**src/rtl/jpeg_enc_pkg.sv**
```systemverilog
// Shared types and constants for the JPEG entropy-coded segment path.
// Used by jpeg_bitstream_packer and jpeg_byte_stuffer.
package jpeg_enc_pkg;

    typedef enum logic [2:0] {
        RUN,
        FLUSH,
        EOI_FF,
        EOI_D9,
        DONE
    } packer_state_t;

    localparam logic [7:0] JPEG_MARKER_PREFIX = 8'hFF;
    localparam logic [7:0] JPEG_EOI           = 8'hD9;
    localparam logic [7:0] JPEG_STUFF         = 8'h00;

endpackage

```
**src/rtl/jpeg_byte_stuffer.sv**
```systemverilog
// Output byte register with 0xFF/0x00 stuffing and marker byte insertion.
// Marker bytes requested through eoi_load are never stuffed.
module jpeg_byte_stuffer
    import jpeg_enc_pkg::*;
(
    input  logic       clock,
    input  logic       reset_n,
    input  logic       byte_avail,
    input  logic [7:0] acc_byte,
    input  logic       eoi_load,
    input  logic [7:0] eoi_byte,
    input  logic       out_ready,
    output logic       pop,
    output logic       load_en,
    output logic       out_valid,
    output logic [7:0] out_byte,
    output logic       stuff_pend
);

    assign load_en = !out_valid || out_ready;
    assign pop     = load_en && !eoi_load && !stuff_pend && byte_avail;

    always_ff @(posedge clock or negedge reset_n) begin
        if (!reset_n) begin
            out_valid  <= 1'b0;
            out_byte   <= 8'h00;
            stuff_pend <= 1'b0;
        end else if (load_en) begin
            if (eoi_load) begin
                out_byte  <= eoi_byte;
                out_valid <= 1'b1;
            end else if (stuff_pend) begin
                out_byte   <= JPEG_STUFF;
                out_valid  <= 1'b1;
                stuff_pend <= 1'b0;
            end else if (byte_avail) begin
                out_byte   <= acc_byte;
                out_valid  <= 1'b1;
                stuff_pend <= (acc_byte == JPEG_MARKER_PREFIX);
            end else begin
                out_valid <= 1'b0;
            end
        end
    end

endmodule

```
**src/rtl/jpeg_bitstream_packer.sv**
```systemverilog
// MSB-first Huffman code packer for the JPEG entropy-coded segment.
// Define JPEG_PACKER_EOI_EN to append the FF D9 EOI marker on flush.
module jpeg_bitstream_packer
    import jpeg_enc_pkg::*;
#(
    parameter int ACC_WIDTH  = 64,
    parameter int CODE_WIDTH = 32
) (
    input  logic                  clock,
    input  logic                  reset_n,
    input  logic                  code_valid,
    output logic                  code_ready,
    input  logic [CODE_WIDTH-1:0] code_data,
    input  logic [5:0]            code_len,
    input  logic                  flush,
    output logic                  out_valid,
    input  logic                  out_ready,
    output logic [7:0]            out_byte,
    output logic                  busy,
    output logic                  done,
    output logic                  len_err
);

    localparam int CW = $clog2(ACC_WIDTH + 1);
    localparam logic [ACC_WIDTH-1:0] TOP_MASK =
        {8'hFF, {(ACC_WIDTH-8){1'b0}}};

`ifdef JPEG_PACKER_EOI_EN
    localparam packer_state_t DRAIN_NEXT = EOI_FF;
`else
    localparam packer_state_t DRAIN_NEXT = DONE;
`endif

    packer_state_t        state;
    logic [ACC_WIDTH-1:0] acc, acc_n, code_ext;
    logic [CW-1:0]        bit_cnt, cnt_n, base, len_eff, shamt;
    logic                 accept, pop, load_en, stuff_pend;
    logic                 drained, eoi_load;
    logic [7:0]           eoi_byte;

    assign code_ready = (state == RUN) &&
                        (bit_cnt <= CW'(ACC_WIDTH - CODE_WIDTH));
    assign accept     = code_valid && code_ready;
    assign len_eff    = (code_len > 6'(CODE_WIDTH)) ?
                        CW'(CODE_WIDTH) : CW'(code_len);
    assign code_ext   = ACC_WIDTH'(code_data) &
                        ((ACC_WIDTH'(1) << len_eff) - ACC_WIDTH'(1));
    assign base       = bit_cnt - (pop ? CW'(8) : CW'(0));
    assign shamt      = CW'(ACC_WIDTH) - base - len_eff;
    assign drained    = (bit_cnt == '0) && !stuff_pend && load_en;
    assign busy       = (bit_cnt != '0) || (state != RUN) ||
                        out_valid || stuff_pend;

`ifdef JPEG_PACKER_EOI_EN
    assign eoi_load = (state == EOI_FF) || (state == EOI_D9);
    assign eoi_byte = (state == EOI_FF) ? JPEG_MARKER_PREFIX : JPEG_EOI;
`else
    assign eoi_load = 1'b0;
    assign eoi_byte = JPEG_EOI;
`endif

    // New code lands just below the bits that remain after this cycle's pop
    always_comb begin
        acc_n = pop ? (acc << 8) : acc;
        cnt_n = base;
        if (accept) begin
            acc_n = acc_n | (code_ext << shamt);
            cnt_n = base + len_eff;
        end
        if (state == FLUSH && bit_cnt != '0 && bit_cnt < CW'(8)) begin
            acc_n = acc | ((TOP_MASK >> bit_cnt) & TOP_MASK);
            cnt_n = CW'(8);
        end
    end

    always_ff @(posedge clock or negedge reset_n) begin
        if (!reset_n) begin
            state   <= RUN;
            acc     <= '0;
            bit_cnt <= '0;
            done    <= 1'b0;
            len_err <= 1'b0;
        end else begin
            acc     <= acc_n;
            bit_cnt <= cnt_n;
            done    <= 1'b0;
            if (accept && code_len > 6'(CODE_WIDTH))
                len_err <= 1'b1;
            case (state)
                RUN: begin
                    if (flush) begin
                        if (drained && !accept) begin
                            state <= DRAIN_NEXT;
                            done  <= (DRAIN_NEXT == DONE);
                        end else begin
                            state <= FLUSH;
                        end
                    end
                end
                FLUSH: begin
                    if (drained) begin
                        state <= DRAIN_NEXT;
                        done  <= (DRAIN_NEXT == DONE);
                    end
                end
`ifdef JPEG_PACKER_EOI_EN
                EOI_FF: begin
                    if (load_en)
                        state <= EOI_D9;
                end
                EOI_D9: begin
                    if (load_en) begin
                        state <= DONE;
                        done  <= 1'b1;
                    end
                end
`endif
                DONE:    state <= RUN;
                default: state <= RUN;
            endcase
        end
    end

    jpeg_byte_stuffer u_stuffer (
        .clock      (clock),
        .reset_n    (reset_n),
        .byte_avail (bit_cnt >= CW'(8)),
        .acc_byte   (acc[ACC_WIDTH-1 -: 8]),
        .eoi_load   (eoi_load),
        .eoi_byte   (eoi_byte),
        .out_ready  (out_ready),
        .pop        (pop),
        .load_en    (load_en),
        .out_valid  (out_valid),
        .out_byte   (out_byte),
        .stuff_pend (stuff_pend)
    );

endmodule

```
**config.mk**
```make
export PLATFORM = sky130hd
export DESIGN_NAME = jpeg_bitstream_packer
export DESIGN_NICKNAME = d
export VERILOG_FILES = /design/src/rtl/jpeg_enc_pkg.sv /design/src/rtl/jpeg_byte_stuffer.sv /design/src/rtl/jpeg_bitstream_packer.sv
export SDC_FILE = /design/constraint.sdc
export NUM_CORES = 1
export LEC_CHECK = 0
export CAP_MARGIN = 0
export CELL_PAD_IN_SITES_DETAIL_PLACEMENT = 1
export CELL_PAD_IN_SITES_GLOBAL_PLACEMENT = 1
export CORE_ASPECT_RATIO = 0.7
export CORE_MARGIN = 2
export CORE_UTILIZATION = 49
export DETAILED_ROUTE_END_ITERATION = 8
export PLACE_DENSITY_LB_ADDON = 0.1
export SKIP_CTS_REPAIR_TIMING = 1
export SYNTH_ARGS = -nofsm -noshare
export SYNTH_HDL_FRONTEND = slang
export SYNTH_SLANG_ARGS = --single-unit
```
**constraint.sdc**
```tcl
create_clock -name clock -period 8.4 [get_ports clock]
set_input_delay 2.52 -clock clock [delete_from_list [all_inputs] [get_ports clock]]
set_output_delay 2.52 -clock clock [all_outputs]
set_load 0.01 [all_outputs]
```
### Word level (Yosys, flattened, before mapping)

Cells that the tools add are included.

| storage, ports and cells | value |
|---|---|
| logic and storage cells | 72 |
| flip-flop bits (word level) | 86 |
| output and inout bits | 13 |
| input bits | 43 |

| operators by class | value |
|---|---|
| mux-type cells | 21 |
| reductions and logical operators | 24 |
| shift-type cells | 3 |
| bitwise operators | 3 |
| equality and inequality tests | 4 |
| $add $sub $neg | 5 |
| order comparisons | 4 |

Operator list:

| operator | number |
|---|---|
| 64-bit 2-to-1 mux | 3 |
| 64-bit bitwise OR | 2 |
| 32-bit by 64-bit bitwise AND with 64-bit output | 1 |
| 1-bit by 6-bit left shift with 64-bit output, first input constant | 1 |
| 64-bit by 7-bit left shift with 64-bit output | 1 |
| 64-bit by 7-bit right shift with 64-bit output, first input constant | 1 |
| 64-bit by 1-bit subtractor with 64-bit output, second input constant | 1 |
| 8-bit 2-to-1 mux | 2 |
| 7-bit 2-to-1 mux | 2 |
| 1-bit logical AND | 10 |
| 3-bit 2-to-1 mux | 3 |
| 8-bit equality test, second input constant | 1 |
| 7-bit by 6-bit adder with 7-bit output | 1 |
| 7-bit by 4-bit >= comparator with 1-bit output, second input constant | 1 |
| 7-bit by 6-bit less-or-equal comparator with 1-bit output, second input constant | 1 |
| 7-bit logical NOT | 1 |
| 7-bit by 4-bit < comparator with 1-bit output, second input constant | 1 |
| 1-bit 2-to-1 mux | 7 |
| 7-bit nonzero test | 1 |
| 7-bit by 4-bit subtractor with 7-bit output | 1 |
| 7-bit by 6-bit subtractor with 7-bit output | 1 |
| 7-bit subtractor, first input constant | 1 |
| 6-bit greater-than comparator, second input constant | 1 |
| 6-bit 2-to-1 mux | 1 |
| 11 further kinds | 18 |

### Longest topological paths before layout

| logic depth | value |
|---|---|
| word-level depth | 12 |
| depth in mapped cells | 22 |

### By module

From an unflattened synthesis, not the netlist that was laid out.

| second synthesis, totals | value |
|---|---|
| cells, all modules | 1,138 |
| area, all modules | 8,939.8 µm² |

By module, submodules not included:

| module | times used | area an instance (µm²) | cells each |
|---|---|---|---|
| jpeg_bitstream_packer | 1 | 8,408.1 | 1,096 |
| jpeg_byte_stuffer | 1 | 531.8 | 42 |

### Worst setup path before layout

Ideal clock, no wire load.

| timing path | value |
|---|---|
| path kind | input to register |
| from | input port out_ready |
| to | register acc[44] |
| data required time | 8.334 ns |
| setup time | 0.066 ns |
| data arrival time | 6.931 ns |
| cell stages on the path | 21 |
| path buffers | 5 |
| slack | 1.403 ns |
| path through | nor2b_1 or3_1 clkbuf_1 inv_1 clkbuf_1 clkbuf_1 clkbuf_1 ha_1 ha_1 inv_1 ha_1 ha_1 o21a_1 a211oi_1 nor3_1 or3_1 clkbuf_1 nor2_2 nand2_1 o311ai_1 a221o_1 |

| between the ends | value |
|---|---|
| longest elaborated chain between the ends | 11 |

Ends and longest elaborated chain:

| element | line | source |
|---|---|---|
| from (decl) | jpeg_bitstream_packer.sv:17 | `input logic out_ready,` |
| 1-bit logical OR * | jpeg_byte_stuffer.sv:20 | `assign load_en = !out_valid \|\| out_ready;` |
| 1-bit logical AND * (2 in series) | jpeg_byte_stuffer.sv:21 | `assign pop = load_en && !eoi_load && !stuff_pend && byte_avail;` |
| 4-bit 2-to-1 mux | jpeg_bitstream_packer.sv:48 | `assign base = bit_cnt - (pop ? CW'(8) : CW'(0));` |
| 7-bit by 4-bit subtractor with 7-bit output | jpeg_bitstream_packer.sv:48 |  |
| 7-bit subtractor | jpeg_bitstream_packer.sv:49 | `assign shamt = CW'(ACC_WIDTH) - base - len_eff;` |
| 7-bit by 6-bit subtractor with 7-bit output | jpeg_bitstream_packer.sv:49 |  |
| 64-bit by 7-bit left shift with 64-bit output | jpeg_bitstream_packer.sv:67 | `acc_n = acc_n \| (code_ext << shamt);` |
| 64-bit bitwise OR | jpeg_bitstream_packer.sv:67 |  |
| 64-bit 2-to-1 mux * | jpeg_bitstream_packer.sv:66 | `if (accept) begin` |
| 64-bit 2-to-1 mux * | jpeg_bitstream_packer.sv:70 | `if (state == FLUSH && bit_cnt != '0 && bit_cnt < CW'(8)) begin` |
| to (signal assigned) | jpeg_bitstream_packer.sv:84 | `acc <= acc_n;` |
| to (decl) | jpeg_bitstream_packer.sv:35 | `logic [ACC_WIDTH-1:0] acc, acc_n, code_ext;` |

Mark *: on every way between the ends. The rest lies on a longest branch, timed or not.
A chain may end at the register's enable or synchronous reset.

### Worst setup path after layout

| timing path | value |
|---|---|
| from | input port code_len[2] |
| to | register acc[63] |

| between the ends | value |
|---|---|
| longest elaborated chain between the ends | 9 |

Ends and longest elaborated chain:

| element | line | source |
|---|---|---|
| from (decl) | jpeg_bitstream_packer.sv:14 | `input logic [5:0] code_len,` |
| 6-bit greater-than comparator | jpeg_bitstream_packer.sv:44 | `assign len_eff = (code_len > 6'(CODE_WIDTH)) ?` |
| 6-bit 2-to-1 mux * | jpeg_bitstream_packer.sv:44 |  |
| 1-bit by 6-bit left shift with 64-bit output | jpeg_bitstream_packer.sv:47 | `((ACC_WIDTH'(1) << len_eff) - ACC_WIDTH'(1));` |
| 64-bit by 1-bit subtractor with 64-bit output | jpeg_bitstream_packer.sv:47 |  |
| 32-bit by 64-bit bitwise AND with 64-bit output | jpeg_bitstream_packer.sv:46 | `assign code_ext = ACC_WIDTH'(code_data) &` |
| 64-bit by 7-bit left shift with 64-bit output * | jpeg_bitstream_packer.sv:67 |  |
| 64-bit bitwise OR * | jpeg_bitstream_packer.sv:67 |  |
| 64-bit 2-to-1 mux * | jpeg_bitstream_packer.sv:66 |  |
| 64-bit 2-to-1 mux * | jpeg_bitstream_packer.sv:70 |  |
| via acc_n[63] | jpeg_bitstream_packer.sv:35 |  |

Mark *: on every way through the listed nets, which the timed path passes. The rest lies on a longest branch.

==> results by group <==
Global route
  – Grt ovf: 0
  – Vias in the first global route: just under 9,000
  – Initial antenna violation count: 0
  – Tot GR Track Use: 0.369
  – Largest net degree at the start of global routing: 77
  – First-pass GRT wire length: 50.8 mm

Yosys
  – Mapped cell area: a little over 8000 um^2
  – Mean Syn Cell Area: between 7 and 8 um^2
  – Synth Flop Type: dfrtp_1
  – Post-synthesis register bit count: 85
  – EDFF count, synth: 0
  – Ys Warns: 0
  – Syn_nets: 1,110
  – Register area share after synthesis: 0.259
  – Synth unique cells: 96
  – FFs w/ async S/R, synth: 1.00
  – Cell count after synthesis: 1,045

Worst setup path
  – Crit-path max FO: 28
  – Critical Path Most Common Cell: nand2_1
  – Top Family by Delay on Critical Path: simple AND/OR/NAND/NOR gates
  – Crit path DAT: 7570 ps
  – Critical path class: in -> reg
  – WP buf/inv: 1
  – Setup crit start: code_len[2]
  – Worst path required time: roughly 8600 ps
  – Critical path capture point type: flop
  – Slowest cell on crit path: nor4_1
  – Largest stage delay on the critical path: 980 ps
  – CP startpoint kind: input port
  – RR Startpoint: bit_cnt[4]$_DFF_PN0_
  – CP Cell Sequence: clkdlybuf4s50_1 > nor4_1 > nand2_1 > ha_1 > nand3_1 > nand2_1 > o31ai_1 > o211ai_1 > a31oi_1 > o221ai_1 > nor3_1 > o22ai_1

Hold path
  – Hold Crit Start: acc[6]$_DFFE_PN0N_
  – Worst min path class: reg -> reg

Floorplan
  – Effective utilization at floorplan: 0.502
  – Rows: 39
  – Core ar.: approximately 16,000 um^2
  – Die Span Y: 112 um
  – Die Area: around 18,000 um^2
  – Chip width: about 160 um
  – Ports: 56

Drt
  – Vias per cell: 7.05
  – DR iter-0 viols: between 900 and 1,000
  – DR pass1 iterations: 5
  – Routed Antenna Nets: 0
  – Post-Route WL: about 32 mm
  – Drc violations: 0
  – Vias: approximately 9,000
  – WL per Instance: approximately 25 um

Timing
  – Final worst path period share: 0.878
  – Max-slew violation count: 0
  – Fmax achieved: 0.136 GHz
  – RSZ-0062 raised after global routing: false
  – Slew margin rel.: 0.271
  – Setup tns final: 0 ps
  – Clock Skew: 8.35 ps
  – Setup violations, final: 0
  – Tmin final: ~7400 ps
  – Worst-Margin Slew: between 1000 and 1500 ps
  – Setup ws final: 1030 ps
  – Final hold vios: 0

CTS
  – Clk Latency, worst-skew pair: approximately 360 ps
  – H-tree depth: 3
  – Clock Sinks: between 80 and 90
  – CTS root buf: clkbuf_16
  – CTS tree: built
  – CTS clk-pin slew, worst paths: approximately 70 ps
  – CTS Buffer Depth: 2
  – Cts bufs inserted: 9

Layout
  – FILL cells: about 2,000
  – N_diodes: 0
  – Share of layout cells above drive strength 1: 0.0843
  – Final net count: between 1,000 and 1,500
  – Commonest non-fill, non-tap cell in the layout: nor2_1
  – Synth-to-Final Area Change: 11.5%
  – Most frequent cells in the layout: nor2_1, nand2_1, dfrtp_1

Placement
  – GPL Wtd Cong: ~1.0
  – IO Port Bufs: 55
  – Post-DP HPWL: between 20 and 25 mm
  – Setup WS pre-CTS: 957 ps

Status
  – Outcome: completed

Job
  – Max cap viols: 0
-- metrics by stage --
step / cells / cell area, um^2 / hold WS [ps] / utilization
final: 1281 / 9140 / 489 / 0.559
after global routing: 1281 / 9140 / 529 / 0.559
after CTS: 1281 / 9140 / 498 / 0.559
after detailed placement: 1265 / 8850 / 481 / 0.541
after global placement: 1265 / 8850 / 462 / 0.541
after floorplan: 1045 / 8200 / 449 / -
-- worst paths after layout --
check	slack [ps]	depth (start not counted)	endpoint
worst min-delay path	490	2	acc[6]$_DFFE_PN0N_
worst min register to register	490	2	acc[6]$_DFFE_PN0N_
min in group asynchronous	1970	1	len_err$_DFFE_PN0P_
worst max register to register	2970	15	acc[50]$_DFFE_PN0N_
worst max-delay path	1030	12	acc[63]$_DFF_PN0_
max in group asynchronous	5220	2	acc[10]$_DFFE_PN0N_
-- cell families (layout without fill, tap and decap cells) --
group | after synthesis | after routing | synth area share
and+or+nand+nor | 404 | 404 | 0.239
xor gates and xnor gates | 14 | 14 | 0.0166
DFF | 85 | 85 | 0.259
muxes | 46 | 46 | 0.0653
buffers and inverters | 119 | 130 | 0.0623
adders and majority gates | 22 | 22 | 0.0363
AOI/OAI and AO/OA | 355 | 355 | 0.321
-- area by class of cell --
class                   instances  area, um^2  area share
clock buffers                   9         225      0.0246
clock inverters                 7        67.6     0.00739
inverters                      35         131      0.0144
multi-input cells             841        5580       0.611
flip-flops and latches         85        2130       0.233
well taps                     225         282      0.0308
repair buffers                 79         728      0.0796
-- tightest hold or removal path: stages, from the launching register on --
cell and delay, ps:
dfrtp_1 340, nand2_1 50, o21ai_0 70
-- per-layer routing --
layer	up-vias	track usage	part of all wire
met5	-	0	0
met4	0	0.0769	0.019
met3	65	0.102	0.11
met2	488	0.555	0.43
met1	4489	0.531	0.44
li1	3984	-	-
-- state kept, by name, summed over array words and instances, names as in the netlist --
register and flops:
u_stuffer.out_byte 8, bit_cnt 7, u_stuffer.out_valid 1, acc 64
u_stuffer.stuff_pend 1, len_err 1, done 1, state 2
-- synth_stat cells (10+ instances only) --
master	number	area share
o221ai_1	21	0.022
a22o_1	13	0.014
nor2_1	144	0.066
a211oi_1	12	0.011
buf_1	12	0.0055
a31oi_1	18	0.014
clkbuf_1	53	0.024
a221oi_1	11	0.012
dfrtp_1	85	0.26
nand2_1	88	0.040
a21oi_1	36	0.022
o21ai_0	51	0.031
mux2i_1	33	0.040
ha_1	19	0.029
o211ai_1	25	0.023
o21a_1	12	0.011
inv_1	34	0.016
nand3_1	36	0.022
o22ai_1	24	0.018
nor2b_1	13	0.0099
nor4_1	10	0.0076
o31ai_1	17	0.016
nor3_1	38	0.023
a21o_1	11	0.010
Power is not shown: default switching activity piles up to over one toggle a cycle in this logic, so the estimate is an artifact.
